<file path="config.mk">
export PLATFORM = sky130hd
export DESIGN_NAME = isp_frame_streamer
export DESIGN_NICKNAME = d
export VERILOG_FILES = /design/src/rtl/isp_stream_pkg.sv /design/src/rtl/isp_raster_counter.sv /design/src/rtl/isp_frame_streamer.sv
export SDC_FILE = /design/constraint.sdc
export NUM_CORES = 1
export LEC_CHECK = 0
export BUFFER_PORTS_ARGS = -buffer_cell sky130_fd_sc_hd__buf_2
export CORE_MARGIN = 5
export CORE_UTILIZATION = 50
export DETAILED_ROUTE_END_ITERATION = 10
export MAX_ROUTING_LAYER = met4
export PLACE_DENSITY = 0.71
export SYNTH_ARGS = -nofsm -noshare
export SYNTH_HDL_FRONTEND = slang
export SYNTH_SLANG_ARGS = --single-unit
</file>
<file path="constraint.sdc">
create_clock -name isp_clk -period 4.5 [get_ports isp_clk]
set_input_delay 0.225 -clock isp_clk [delete_from_list [all_inputs] [get_ports isp_clk]]
set_output_delay 0.225 -clock isp_clk [all_outputs]
set_load 0.03 [all_outputs]
</file>
<file path="src/rtl/isp_stream_pkg.sv">
// Shared definitions for the ISP pixel-stream transmit path.
package isp_stream_pkg;

  localparam int unsigned DATA_W_DEF = 16;
  localparam int unsigned DIM_W_DEF  = 12;
  localparam int unsigned STALL_W    = 16;

  typedef enum logic [1:0] {
    ST_IDLE,
    ST_ACTIVE,
    ST_HBLANK,
    ST_VBLANK
  } state_e;

endpackage

</file>
<file path="src/rtl/isp_raster_counter.sv">
// Raster position tracker: hCnt wraps on h_len, vCnt wraps on v_len; flags frame/line edges.
module isp_raster_counter
  import isp_stream_pkg::*;
#(
  parameter int unsigned DIM_W = DIM_W_DEF
) (
  input  logic             isp_clk,
  input  logic             rst_n,
  input  logic             clear,
  input  logic             advance,
  input  logic [DIM_W-1:0] h_len,
  input  logic [DIM_W-1:0] v_len,
  output logic             first_pix,
  output logic             last_pix,
  output logic             last_line
);

  logic [DIM_W-1:0] h_cnt_q, h_cnt_d;
  logic [DIM_W-1:0] v_cnt_q, v_cnt_d;

  assign first_pix = (h_cnt_q == '0) && (v_cnt_q == '0);
  assign last_pix  = (h_cnt_q == h_len - DIM_W'(1));
  assign last_line = (v_cnt_q == v_len - DIM_W'(1));

  always_comb begin
    h_cnt_d = h_cnt_q;
    v_cnt_d = v_cnt_q;
    if (clear) begin
      h_cnt_d = '0;
      v_cnt_d = '0;
    end else if (advance) begin
      if (last_pix) begin
        h_cnt_d = '0;
        v_cnt_d = last_line ? '0 : v_cnt_q + DIM_W'(1);
      end else begin
        h_cnt_d = h_cnt_q + DIM_W'(1);
      end
    end
  end

  always_ff @(posedge isp_clk or negedge rst_n) begin
    if (!rst_n) begin
      h_cnt_q <= '0;
      v_cnt_q <= '0;
    end else begin
      h_cnt_q <= h_cnt_d;
      v_cnt_q <= v_cnt_d;
    end
  end

endmodule

</file>
<file path="src/rtl/isp_frame_streamer.sv">
// Pulls pixels from a ready/valid source and emits an h_active x v_active raster
// with programmable line/frame blanking and registered sof/eol/eof markers.
module isp_frame_streamer
  import isp_stream_pkg::*;
#(
  parameter int unsigned DATA_W = DATA_W_DEF,
  parameter int unsigned DIM_W  = DIM_W_DEF
) (
  input  logic               isp_clk,
  input  logic               rst_n,
  input  logic               enable,
  input  logic [DIM_W-1:0]   h_active,
  input  logic [DIM_W-1:0]   v_active,
  input  logic [DIM_W-1:0]   h_blank,
  input  logic [DIM_W-1:0]   v_blank,
  input  logic [DATA_W-1:0]  src_data,
  input  logic               src_valid,
  output logic               src_ready,
  output logic [DATA_W-1:0]  dataOut,
  output logic               dataEn,
  output logic               sof,
  output logic               eol,
  output logic               eof,
  output logic               frame_busy,
  output logic               cfg_err,
  output logic [STALL_W-1:0] stall_cnt
);

  state_e state_q, state_d;

  logic [DIM_W-1:0]   h_act_q, h_act_d;
  logic [DIM_W-1:0]   v_act_q, v_act_d;
  logic [DIM_W-1:0]   h_blk_q, h_blk_d;
  logic [DIM_W-1:0]   v_blk_q, v_blk_d;
  logic [DIM_W-1:0]   blank_q, blank_d;
  logic [DATA_W-1:0]  data_q, data_d;
  logic               en_q, en_d;
  logic               sof_q, sof_d;
  logic               eol_q, eol_d;
  logic               eof_q, eof_d;
  logic               busy_q;
  logic               err_q, err_d;
  logic [STALL_W-1:0] stall_q, stall_d;

  logic accept;
  logic dims_ok;
  logic boundary;
  logic cnt_adv;
  logic cnt_clr;
  logic first_pix;
  logic last_pix;
  logic last_line;

  assign src_ready = (state_q == ST_ACTIVE);
  assign accept    = src_valid && src_ready;
  assign dims_ok   = (h_active != '0) && (v_active != '0);

  isp_raster_counter #(
    .DIM_W (DIM_W)
  ) u_raster (
    .isp_clk   (isp_clk),
    .rst_n     (rst_n),
    .clear     (cnt_clr),
    .advance   (cnt_adv),
    .h_len     (h_act_q),
    .v_len     (v_act_q),
    .first_pix (first_pix),
    .last_pix  (last_pix),
    .last_line (last_line)
  );

  always_comb begin
    state_d  = state_q;
    h_act_d  = h_act_q;
    v_act_d  = v_act_q;
    h_blk_d  = h_blk_q;
    v_blk_d  = v_blk_q;
    blank_d  = blank_q;
    data_d   = data_q;
    en_d     = 1'b0;
    sof_d    = 1'b0;
    eol_d    = 1'b0;
    eof_d    = 1'b0;
    err_d    = 1'b0;
    stall_d  = stall_q;
    cnt_adv  = 1'b0;
    cnt_clr  = 1'b0;
    boundary = 1'b0;

    unique case (state_q)
      ST_IDLE: boundary = 1'b1;

      ST_ACTIVE: begin
        if (accept) begin
          data_d  = src_data;
          en_d    = 1'b1;
          sof_d   = first_pix;
          eol_d   = last_pix;
          eof_d   = last_pix && last_line;
          cnt_adv = 1'b1;
          if (last_pix) begin
            if (last_line) begin
              if (v_blk_q == '0) begin
                boundary = 1'b1;
              end else begin
                state_d = ST_VBLANK;
                blank_d = '0;
              end
            end else if (h_blk_q != '0) begin
              state_d = ST_HBLANK;
              blank_d = '0;
            end
          end
        end else if (stall_q != '1) begin
          stall_d = stall_q + STALL_W'(1);
        end
      end

      ST_HBLANK: begin
        if (blank_q == h_blk_q - DIM_W'(1)) begin
          state_d = ST_ACTIVE;
          blank_d = '0;
        end else begin
          blank_d = blank_q + DIM_W'(1);
        end
      end

      ST_VBLANK: begin
        if (blank_q == v_blk_q - DIM_W'(1)) begin
          boundary = 1'b1;
          blank_d  = '0;
        end else begin
          blank_d = blank_q + DIM_W'(1);
        end
      end
    endcase

    // Frame boundary shared by IDLE, VBLANK exit and zero-v_blank frame end.
    // A rejected start pulses cfg_err at most every other cycle.
    if (boundary) begin
      if (enable && dims_ok) begin
        state_d = ST_ACTIVE;
        h_act_d = h_active;
        v_act_d = v_active;
        h_blk_d = h_blank;
        v_blk_d = v_blank;
        stall_d = '0;
        cnt_clr = 1'b1;
      end else begin
        state_d = ST_IDLE;
        err_d   = enable && !err_q;
      end
    end
  end

  always_ff @(posedge isp_clk or negedge rst_n) begin
    if (!rst_n) begin
      state_q <= ST_IDLE;
      h_act_q <= '0;
      v_act_q <= '0;
      h_blk_q <= '0;
      v_blk_q <= '0;
      blank_q <= '0;
      data_q  <= '0;
      en_q    <= 1'b0;
      sof_q   <= 1'b0;
      eol_q   <= 1'b0;
      eof_q   <= 1'b0;
      busy_q  <= 1'b0;
      err_q   <= 1'b0;
      stall_q <= '0;
    end else begin
      state_q <= state_d;
      h_act_q <= h_act_d;
      v_act_q <= v_act_d;
      h_blk_q <= h_blk_d;
      v_blk_q <= v_blk_d;
      blank_q <= blank_d;
      data_q  <= data_d;
      en_q    <= en_d;
      sof_q   <= sof_d;
      eol_q   <= eol_d;
      eof_q   <= eof_d;
      busy_q  <= (state_d != ST_IDLE);
      err_q   <= err_d;
      stall_q <= stall_d;
    end
  end

  assign dataOut    = data_q;
  assign dataEn     = en_q;
  assign sof        = sof_q;
  assign eol        = eol_q;
  assign eof        = eof_q;
  assign frame_busy = busy_q;
  assign cfg_err    = err_q;
  assign stall_cnt  = stall_q;

endmodule

</file>
==> results.cfg <==
[status]
status = finished clean

[critical_path]
critical_path_class = reg2reg
ff2ff_setup_slack_ns = 0.79
crit_path_end_kind = flip-flop
slowest_delay_ns = 0.49
required_ns = 4.80
r2r-start = h_act_q[0]
cp_cell_sequence = inv_1 -> ha_1 -> or3b_2 -> or4_1 -> a21oi_2 -> o21ai_2 -> a211oi_4 -> and4bb_1 -> o21ba_4 -> buf_12 -> mux2_2
reg2reg_depth = 11
cp_max_fo = 35
cpMaxStageDelayCell = or3b_2
start_kind = flip-flop
timing.rr.end = h_blk_q[11]
critPathArrivalTime_ns = 4.01

[logic_synthesis]
synthCells = 766
yosysMostFrequentCell = dfrtp_1
synth_area_leaders = dfrtp_1 (43%), xnor2_1 (6.4%), nand2_1 (5.2%)
synth-edff-count = 0
synth_top_family_by_area = simple AND/OR/NAND/NOR gates
synth_compound_area_frac = 0.1074
synthXorXnorAreaFrac = 0.1106
synthArstFlopShare = 1.000
synth_seq_area_share = 0.4274
synthFlopType = dfrtp_1
synth_cell_type_count = 74
yosys.area.top_type = dfrtp_1
synth-adder-area-share = 0.02550
synthTopCellsByCount = dfrtp_1 (124), nand2_1 (100), nor2_1 (67)
synth.area.mux_share = 0.06841
synth_warnings = 0
syn_avg_cell_area_um2 = 9.479
syn-num-nets = 848
ys_ff_latch = 124
synth.top_cell.area_share = 0.4274
synth_area_um2 = 7261
synthSimpleGateAreaFrac = 0.2183

[drt]
first_pass_iters = 5
drc_errors = 0
totalWireLength_um = 17190
vias_per_cell = 5.550
wire_per_inst_um = 15.91
vias = 5994
ant_nets = 0
drt_iter0_drc = 351

[cells_and_area]
diodes = 0
drive_gt1_frac = 0.2054
area_delta_synth_final_pct = 19.49
layout.nets = 965

[clock_network]
htreeDepth = 4
clock_path_buffers = 2
ctsResizeCount = 0
cts_tree = yes
cts_root_buffer = clkbuf_16
cts_num_sinks = 124
cts_made_buffers = 17
path_clk_slew_ns = 0.06
clock_latency_ns = 0.42

[place]
routabilityCongestion = 0.9073
dp_hpwl_um = 12300
post-place-ws_ns = 0.8229
port_buffers = 106

[sta]
hold_viol = 0
fin_skew_ns = 0.008721
drv_slew = 0
worstMarginPinSlew_ns = 0.7357
final.setup.worst_slack_ns = 0.7901
period_needed_ns = 3.710
fin_setup_tns_ns = 0
finalSetupViolations = 0
max_freq_mhz = 269.6
post-route-period-util = 0.8244
slew_headroom = 0.5095
rsz0062_at_grt = false

[flow_run]
drv_cap = 0

[global_route]
grt_max_degree = 57
track_usage = 0.2189
grt_pass1_wl_um = 28920
grt_pass1_vias = 5805
grt_antenna_before_repair = 0
overflow = 0

[floorplan]
initial_core_util = 0.5053
fp.dieW_um = 130.5
fp.dieArea_um2 = 17030
num_rows = 44
die_y_um = 130.5
ios = 107
coreArea_um2 = 14370

[worst_hold_path]
holdPathStages = 3
hold_path_class = in2reg
hold_path_end = h_blk_q[10]
hold_start = h_blank[10]

[power]
power_density_nw_per_um2 = 591.9
cellLeakagePower_nw = 3.816
ir_drop_mv = 0.3625
[worst max-delay path by stage]
stage / endpoint / startpoint / depth (start not counted) / slack [ns]
6_report: h_blk_q[11] / h_act_q[0] / 11 / 0.79
5_1_grt: v_blk_q[3] / h_act_q[0] / 11 / 0.58
4_1_cts: v_blk_q[4] / h_act_q[0] / 11 / 0.79
3_5_place_dp: h_act_q[11] / h_act_q[0] / 11 / 0.82
3_3_place_gp: v_blk_q[4] / h_act_q[0] / 11 / 0.89
2_1_floorplan: h_blk_q[2] / h_act_q[0] / 12 / 1.35
[area by class of cell]
class	instances	area, um2
clock buffers	18	429.2
well taps	184	230.2
repair buffers	134	805.8
fillers	1215	5693
multi-input cells	576	3856
flip-flops and latches	124	3103
clock inverters	14	138.9
inverters	30	112.6
[critical path: cells and delay by family (launching register included)]
family,cells,cell delay (ns)
AND/OR/NAND/NOR,3,1.21
buffers and inverters,2,0.36
flip-flops,1,0.41
AO/OA/AOI/OAI,4,1.06
adder cells (fa/ha/maj),1,0.19
multiplexers,1,0.36
[cells in the final DEF, fill, tap and decap left out, drive strengths merged, types with 4 or more instances in the layout]
cell type and count:
inv 34, o311ai 4, clkinvlp 4, or2 6
dfrtp 124, mux2i 8, and2 4, xor2 36
o21ai 33, nand4 15, nand2b 11, o211ai 5
dlygate4sd3 20, nor2b 6, nor4 21, nand3 16
clkbuf 18, or3 10, o41ai 4, o2bb2ai 8
buf 114, mux2 37, o31ai 5, nor3 18
a21oi 14, ha 14, or4 10, nor2 67
nand2 100, clkinv 5, nor3b 5, a211oi 7
o2111ai 4, xnor2 53, and3 14
[cells by family after synthesis]
logic type | after synthesis
compound gates | 109
flops | 124
xor+xnor | 90
buf+inv | 66
mux | 45
fa+ha+maj | 15
simple gates | 317
[state kept, by name, indices dropped and copies added, names as in the netlist, 2 cells and up]
| name | count |
|---|---|
| state_q | 2 |
| u_raster.v_cnt_q | 12 |
| stall_cnt | 16 |
| v_blk_q | 12 |
| u_raster.h_cnt_q | 12 |
| blank_q | 12 |
| h_blk_q | 12 |
| h_act_q | 12 |
| dataOut | 16 |
| v_act_q | 12 |
[stage by stage]
stage | power (mW) | std cells | utilization | hold WS (ns) | cell area [um2]
6_report | 5.135 | 1080 | 0.6038 | 0.01529 | 8676
5_1_grt | 5.497 | 1080 | 0.6038 | 0.01891 | 8676
4_1_cts | 5.161 | 1080 | 0.6038 | 0.00001310 | 8676
3_5_place_dp | 3.811 | 1028 | 0.5503 | 0.3327 | 7908
3_3_place_gp | 3.789 | 1028 | 0.5503 | 0.3290 | 7908
2_1_floorplan | 3.321 | 766 | - | -0.07059 | 7261
[metal layers]
| metal | GRT usage | part of all wire |
|---|---|---|
| met5 | - | 0 |
| met3 | 0.04187 | 0.045 |
| met4 | 0.06534 | 0.014 |
| met1 | 0.3103 | 0.48 |
| met2 | 0.3209 | 0.46 |
[power by group]
group | internal [mW] | total, mW | switching, mW
clock | 0.769 | 1.31 | 0.542
sequential | 1.45 | 1.86 | 0.415
combinational | 0.850 | 1.96 | 1.11
[repair_timing]
item / CTS / global route
hold buffers: 20 / 0
setup buffers: 0 / 0
endpoints found under the hold margin: 73 / 0
Note: power is estimated with default switching activity, not from simulation.
